File: src/rtl/fp_align_stage.sv
// fp_align_stage: operand alignment stage of a single-precision FP adder.
// Selects the larger-magnitude operand, right-shifts the smaller mantissa
// into a 27-bit guard/round/sticky field and flags special-case results.
// Registered valid/ready stage, one cycle of latency.
//
// Ports:
//   clk, rst_n            clock, synchronous active-low reset
//   in_valid/in_ready     operand handshake (a, b, operation_select: 0=add, 1=sub)
//   out_valid/out_ready   result handshake to the mantissa adder
//   big_sign, eff_sub     sign of larger operand, effective subtraction
//   big_exp, big_mant     effective exponent / 24-bit mantissa of larger operand
//   small_aligned         smaller mantissa aligned, GRS in [2:0]
//   is_special            special_result holds the final word
//
// Build option: define FP_ALIGN_SKID_EN for a 2-entry skid buffer that
// makes in_ready a flop with no combinational path from out_ready.

package fp_align_stage_pkg;
    localparam int unsigned WORD_W = 32;
    localparam int unsigned EXP_W  = 8;
    localparam int unsigned FRAC_W = 23;
    localparam int unsigned MANT_W = FRAC_W + 1;
    localparam int unsigned ALN_W  = MANT_W + 3;
    localparam int unsigned WIDE_W = 2 * ALN_W;

    typedef struct packed {
        logic              big_sign;
        logic              eff_sub;
        logic [EXP_W-1:0]  big_exp;
        logic [MANT_W-1:0] big_mant;
        logic [ALN_W-1:0]  small_aligned;
        logic              is_special;
        logic [WORD_W-1:0] special_result;
    } align_t;
endpackage

module fp_align_stage
    import fp_align_stage_pkg::*;
(
    input  logic        clk,
    input  logic        rst_n,
    input  logic        in_valid,
    output logic        in_ready,
    input  logic [31:0] a,
    input  logic [31:0] b,
    input  logic        operation_select,
    output logic        out_valid,
    input  logic        out_ready,
    output logic        big_sign,
    output logic        eff_sub,
    output logic [7:0]  big_exp,
    output logic [23:0] big_mant,
    output logic [26:0] small_aligned,
    output logic        is_special,
    output logic [31:0] special_result
);

    localparam logic [WORD_W-1:0] QNAN    = 32'h7FC0_0000;
    localparam logic [EXP_W-1:0]  EXP_MAX = '1;

    logic              sign_b;
    logic [EXP_W-1:0]  exp_a, exp_b, eexp_a, eexp_b, eexp_small, shamt;
    logic [FRAC_W-1:0] frac_a, frac_b;
    logic [MANT_W-1:0] mant_a, mant_b, mant_small;
    logic              a_big, nan_a, nan_b, inf_a, inf_b, zero_a, zero_b;
    logic [WIDE_W-1:0] shift_full;
    align_t            calc;
    align_t            out_q;

    // Operand decode, magnitude selection, alignment and special-case detection
    always_comb begin
        sign_b  = b[31] ^ operation_select;
        exp_a   = a[30:23];
        exp_b   = b[30:23];
        frac_a  = a[22:0];
        frac_b  = b[22:0];
        mant_a  = {exp_a != '0, frac_a};
        mant_b  = {exp_b != '0, frac_b};
        // denormals sit at the same scale as exponent 1
        eexp_a  = (exp_a == '0) ? EXP_W'(1) : exp_a;
        eexp_b  = (exp_b == '0) ? EXP_W'(1) : exp_b;
        // {exp,frac} compares as magnitude; a wins ties
        a_big   = a[30:0] >= b[30:0];
        nan_a   = (exp_a == EXP_MAX) && (frac_a != '0);
        nan_b   = (exp_b == EXP_MAX) && (frac_b != '0);
        inf_a   = (exp_a == EXP_MAX) && (frac_a == '0);
        inf_b   = (exp_b == EXP_MAX) && (frac_b == '0);
        zero_a  = a[30:0] == '0;
        zero_b  = b[30:0] == '0;

        calc            = '0;
        calc.eff_sub    = a[31] ^ sign_b;
        calc.big_sign   = a_big ? a[31] : sign_b;
        calc.big_exp    = a_big ? eexp_a : eexp_b;
        calc.big_mant   = a_big ? mant_a : mant_b;
        mant_small      = a_big ? mant_b : mant_a;
        eexp_small      = a_big ? eexp_b : eexp_a;
        shamt           = calc.big_exp - eexp_small;

        // upper half is the aligned value, lower half collects shifted-out bits
        shift_full = {mant_small, 3'b000, ALN_W'(0)} >> shamt;
        if (shamt >= EXP_W'(ALN_W)) begin
            calc.small_aligned = {(ALN_W-1)'(0), |mant_small};
        end else begin
            calc.small_aligned = {shift_full[WIDE_W-1:ALN_W+1],
                                  shift_full[ALN_W] | (|shift_full[ALN_W-1:0])};
        end

        if (nan_a || nan_b || (inf_a && inf_b && calc.eff_sub)) begin
            calc.is_special     = 1'b1;
            calc.special_result = QNAN;
        end else if (inf_a) begin
            calc.is_special     = 1'b1;
            calc.special_result = {a[31], EXP_MAX, FRAC_W'(0)};
        end else if (inf_b) begin
            calc.is_special     = 1'b1;
            calc.special_result = {sign_b, EXP_MAX, FRAC_W'(0)};
        end else if (zero_a && zero_b) begin
            calc.is_special     = 1'b1;
            calc.special_result = {a[31] & sign_b, (WORD_W-1)'(0)};
        end
    end

`ifdef FP_ALIGN_SKID_EN
    logic   skid_valid;
    align_t skid_q;

    // skid_valid is a flop, so in_ready has no path from out_ready
    assign in_ready = !skid_valid;

    // Output register refills from the skid entry first to keep ordering
    always_ff @(posedge clk) begin
        if (!rst_n) begin
            out_valid  <= 1'b0;
            out_q      <= '0;
            skid_valid <= 1'b0;
            skid_q     <= '0;
        end else if (!out_valid || out_ready) begin
            if (skid_valid) begin
                out_q      <= skid_q;
                out_valid  <= 1'b1;
                skid_valid <= 1'b0;
            end else begin
                out_valid <= in_valid;
                if (in_valid) begin
                    out_q <= calc;
                end
            end
        end else if (in_valid && in_ready) begin
            skid_q     <= calc;
            skid_valid <= 1'b1;
        end
    end
`else
    assign in_ready = !out_valid || out_ready;

    // Single pipeline register; holds while the consumer stalls
    always_ff @(posedge clk) begin
        if (!rst_n) begin
            out_valid <= 1'b0;
            out_q     <= '0;
        end else if (in_ready) begin
            out_valid <= in_valid;
            if (in_valid) begin
                out_q <= calc;
            end
        end
    end
`endif

    assign big_sign       = out_q.big_sign;
    assign eff_sub        = out_q.eff_sub;
    assign big_exp        = out_q.big_exp;
    assign big_mant       = out_q.big_mant;
    assign small_aligned  = out_q.small_aligned;
    assign is_special     = out_q.is_special;
    assign special_result = out_q.special_result;

endmodule

File: config.mk
export PLATFORM = sky130hd
export DESIGN_NAME = fp_align_stage
export DESIGN_NICKNAME = d
export VERILOG_FILES = /design/src/rtl/fp_align_stage.sv
export SDC_FILE = /design/constraint.sdc
export NUM_CORES = 1
export LEC_CHECK = 0
export BUFFER_PORTS_ARGS = -buffer_cell sky130_fd_sc_hd__buf_2
export CORE_ASPECT_RATIO = 0.8
export CORE_UTILIZATION = 60
export DETAILED_ROUTE_END_ITERATION = 8
export MAX_ROUTING_LAYER = met4
export PLACE_DENSITY_LB_ADDON = 0.05
export SLEW_MARGIN = 30
export SYNTH_ARGS = -nofsm -noshare
export SYNTH_HDL_FRONTEND = slang
export SYNTH_SLANG_ARGS = --single-unit
export TNS_END_PERCENT = 100
File: constraint.sdc
create_clock -name clk -period 17.55 [get_ports clk]
set_input_delay 2.6325 -clock clk [delete_from_list [all_inputs] [get_ports clk]]
set_output_delay 2.6325 -clock clk [all_outputs]
set_load 0.02 [all_outputs]
== After elaboration in Yosys (flattened, before gate mapping) ==
Index checks and enable logic that the tools add are counted.
Storage, ports and cells
  register bits: 95
  word-level logic and storage cells: 54
  ROM bits: 0
  bits of input ports: 69
  RAM bits: 0
  latch bits: 0
  output and inout bits: 96
  memories: 0
Operators by class
  order comparisons: 2
  bitwise logic cells: 4
  reductions and logical operators: 24
  shift operators: 1
  add/subtract/negate cells: 1
  equality and inequality tests: 2
  multiply operators: 0
  divide/modulo/power cells: 0
  multiplexer cells: 12
Operators with widths (number)
  two-way mux 33 bit: 4
  zero test 31 bit: 2
  >> shifter 54 x 8 -> 54 bit: 1
  two-way mux 24 bit: 2
  zero test 23 bit: 2
  nonzero test 23 bit: 2
  two-way mux 8 bit: 4
  >= comparator 31 bit: 1
  two-way mux 27 bit: 1
  OR reduction 27 bit: 1
  OR reduction 24 bit: 1
  equality test 8 bit, second input constant: 2
  zero test 8 bit: 2
  nonzero test 8 bit: 2
  >= comparator 8 x 5 -> 1 bit, second input constant: 1
  subtractor 8 bit: 1
  logical AND 1 bit: 7
  logical OR 1 bit: 3
  AND reduction 2 bit: 1
  XOR 1 bit: 2
  AND 1 bit: 1
  zero test 1 bit: 1
  two-way mux 1 bit: 1
  bitwise OR 1 bit: 1

== Logic depth before layout (Yosys ltp) ==
  depth after elaboration: 8
  mapped depth: 27
  gate-level depth less buffers: 22

== Worst setup path after synthesis ==
No wires, ideal clock.
  path kind: input -> register
  start: in b[4]
  end: reg out_q (netlist bit small_aligned[0])
  stages on the path: 25
  buffers on the path: 8
  slack: 9.161 ns
  data required time: 17.430 ns
  data arrival time: 8.270 ns
  setup time: 0.120 ns
  cells stage by stage: inv_1 > ha_1 > a211oi_1 > nor2_1 > o31a_1 > o21a_1 > nor3_2 > buf_4 > buf_4 > clkbuf_1 > clkbuf_1 > mux2i_1 > ha_1 > fa_1 > buf_2 > buf_2 > buf_2 > buf_1 > a21oi_1 > a311oi_1 > nor3_1 > or4b_1 > o31ai_1 > o311ai_1 > o31a_1
On the way
  longest elaborated chain between the ends: 7
  elaborated cells between the ends (all ways): 11
  those cells by class: 1 x add/sub; 2 x order compare; 1 x shift; 4 x mux; 1 x bitwise; 2 x reduce/logical
RTL lines
  start, declared: line 45  | input logic [31:0] b,
  >= comparator 31 bit: line 83  | a_big = a[30:0] >= b[30:0];
  two-way mux 8 bit, on equally long branches: line 94, 97
  subtractor 8 bit: line 98  | shamt = calc.big_exp - eexp_small;
  >> shifter 54 x 8 -> 54 bit: line 101  | shift_full = {mant_small, 3'b000, ALN_W'(0)} >> shamt;
  OR reduction 27 bit: line 106  | shift_full[ALN_W] | (|shift_full[ALN_W-1:0])};
  bitwise OR 1 bit: line 106
  two-way mux 27 bit *: line 102  | if (shamt >= EXP_W'(ALN_W)) begin
  end signal, assigned: line 165  | out_q <= calc;
  end, declared: line 68  | align_t out_q;
Every way passes the cells marked *; elsewhere a longest branch is shown, timed or not.
A chain may end at the register's enable or synchronous reset.

== Worst setup path in the final report ==
  start: in b[30]
  end: reg out_q (netlist bit small_aligned[0])
On the way
  longest elaborated chain between the ends: 8
  elaborated cells between the ends (all ways): 14
  those cells by class: 1 x add/sub; 2 x order compare; 1 x shift; 5 x mux; 1 x bitwise; 4 x reduce/logical
RTL lines (line)
  parallel branches: the longest is 7 deep, another holds >= comparator 31 bit
  two-way mux 27 bit *: 102
Mark *: on every way between the ends.

==> flow_summary.ini <==
[synth]
yosys.area.top_type = dfxtp_1
yosysWarnings = 0
synth_edf_count = 0
synthDistinctLibCells = 74
yosys.area.top_type_share_pct = 19.5
netlist_instances = 922
synthTopCellsByArea = dfxtp_1 20%, nand2_1 7.9%, ha_1 7.2%, mux2i_1 5.8%, nor2_1 5.7%
syn_area_um2 = 6780
async_flop_share_pct = 0
synthFlopType = dfxtp_1
ys_ff_latch = 66
seq_area_frac_synth_pct = 19.5
avgSynthCellArea_um2 = 7.35

[sta]
skew_ps = 13.2
rsz0062_at_grt = no
max_clock_freq_mhz = 111
slew_headroom_pct = 42.9
fin_tns_setup_ps = 0
timing.final.crit_share_pct = 51.5
fin_crit_ps = 9050
worstMarginPinSlew_ps = 850
drv_slew = 0
finalSetupViolCount = 0
hold_violations = 0

[finish]
final_layout_size_suffix_gt1_share_pct = 20.8
fin_nets = 1130
final_common_cell = nand2_1
layout_common_cells = 143 x nand2_1, 142 x buf_2, 103 x nor2_1
area_growth_pct = 14.4

[routing]
vias_per_cell = 6.71
wl_per_cell_um = 20.1
drt_wl_total_um = 23600
drc = 0
ant_nets = 0
firstDrtPassIters = 9
drt_iter0_drc = 1365
via_count = 7852

[clocking]
insertion_delay_ps = 350
root_buffer = clkbuf_16
post_cts.repair.setup_buffers = 0
postCtsResizedCells = 0
holdBufCountCts = 0
cts_sinks = 66
cts_tree = built
cts_buffer_depth = 2
cts_htree_levels = 3
numCtsBuffers = 9
clk_pin_slew_worst_paths_ps = 70

[outcome]
status = finished clean

[min_path]
holdPathEnd = small_aligned[14]
hp-class = reg -> reg
hold_start = small_aligned[14]
min_delay_path_depth = 2

[die]
num_rows = 34
dieArea_um2 = 11700
start_util_pct = 62.0
fp.coreArea_um2 = 10900
fp.dieW_um = 121
io-pin-count = 165
fp.dieH_um = 97.0

[placed_design]
gp_congestion = 1.02
place_hpwl_um = 17500
io_buffers = 142

[global_route]
antenna_found_initial = 1
grt_overflow_total = 0
grt_pass1_vias = 7072
grt_pass1_wl_um = 37400
track_usage_pct = 41.4
grt_max_degree = 65

[setup_path]
rr_endpoint = small_aligned[26]
reg2reg_slack_ps = 15210
worstRegToRegCells = 8
r2r_start = out_valid
critical_path_required_ps = 17790
cp-start-kind = primary input
crit_fanout = 60
setup.worst_path.class = in -> reg
endpoint_kind = flop
arrival_ps = 9290

[pwr]
ir_drop_uv = 65.2
p_leak_nw = 3.55
total_power_uw = 913
power.density_nw_per_um2 = 118

[run]
drv_cap = 0
[critical path: stages]
cell	delay, ps
buf_2	160
inv_1	60
ha_1	290
nand4_1	230
nor4_2	640
a22o_1	560
nor3_4	70
buf_4	360
mux2i_1	210
ha_1	250
fa_2	530
buf_4	590
inv_1	480
mux4_2	550
mux2_2	300
a22oi_1	410
nand3_1	130
nor4_1	300
o311ai_1	160
o31a_1	300
[cell usage after synthesis, drive strengths merged, types with 4 or more instances]
cell type and n:
o31ai 7, o21ai 47, a21oi 44, or3 4, o211a 4, a22oi 18
a211oi 10, nand3 14, o311ai 5, dfxtp 66, a22o 5, and2 12
nor2 104, o31a 7, clkbuf 42, a2111oi 4, inv 44, or2 4
nor3b 4, mux2i 40, o2111ai 7, mux4 13, o22ai 9, nand2 143
nor4 21, a311oi 30, nand4 17, o21a 8, a21boi 4, a31oi 4
a221oi 4, mux2 10, a21o 6, nor3 16, xor2 4, buf 47
o211ai 12, ha 39, xnor2 5
[area by class of cell]
| type | count | area, um^2 |
|---|---|---|
| diodes | 1 | 2.50 |
| clock buffers | 10 | 239 |
| clock inverters | 6 | 90.1 |
| fillers | 957 | 3180 |
| inverters | 45 | 169 |
| multi-input cells | 743 | 4930 |
| flip-flops and latches | 66 | 1320 |
| well taps | 144 | 180 |
| repair buffers | 156 | 813 |
[registers in the layout, summed over array words and instances, names as in the netlist]
signal and count:
big_exp 8, big_mant 24, big_sign 1, eff_sub 1
is_special 1, out_valid 1, small_aligned 27, special_result 3
[per-layer routing]
layer  up-vias  routed length [um]  part of all wire [%]  GRT usage, %
met4         0                 711                   3.0          13.6
met2       544                9930                    42          58.2
met3        90                2920                    12          9.91
met5         -                   0                     0             -
met1      3655               10000                    42          57.7
li1       3563                   -                     -             -
[where the power goes]
part           total [mW]  internal, mW  switching, mW
combinational       0.542         0.190          0.352
sequential          0.164         0.159        0.00504
clock               0.207         0.129         0.0783
[metrics by stage]
stage	setup slack [ps]	hold WS, ps	cells	cell area [um^2]	util (%)
global placement	8270	440	1153	7410	67.8
global route	8150	481	1171	7750	70.9
finish	8500	460	1171	7750	70.9
CTS	8690	460	1169	7740	70.8
floorplan	9160	530	943	6850	-
detailed placement	8370	451	1153	7410	67.8
[cell families after synthesis]
kind of cell             Yosys count  share of synthesized area, %
adder cells (fa/ha/maj)           40                          7.50
multiplexers                      63                          12.1
other                              1                        0.0553
XOR/XNOR                           9                          1.27
AND/OR/NAND/NOR                  351                          23.2
buffers and inverters            134                          9.29
flip-flops                        66                          19.5
AO/OA/AOI/OAI                    258                          27.1
[worst max-delay path by stage]
stage                     cells after the start          endpoint  start  slack, ps
after floorplan                              25  small_aligned[0]   b[4]       9160
after global placement                       22  small_aligned[0]  b[12]       8270
after detailed placement                     21  small_aligned[0]  b[30]       8370
after CTS                                    21  small_aligned[0]  b[30]       8690
after global routing                         22  small_aligned[0]  b[30]       8150
final                                        20  small_aligned[0]  b[30]       8500
(Power assumes the default switching activity.)
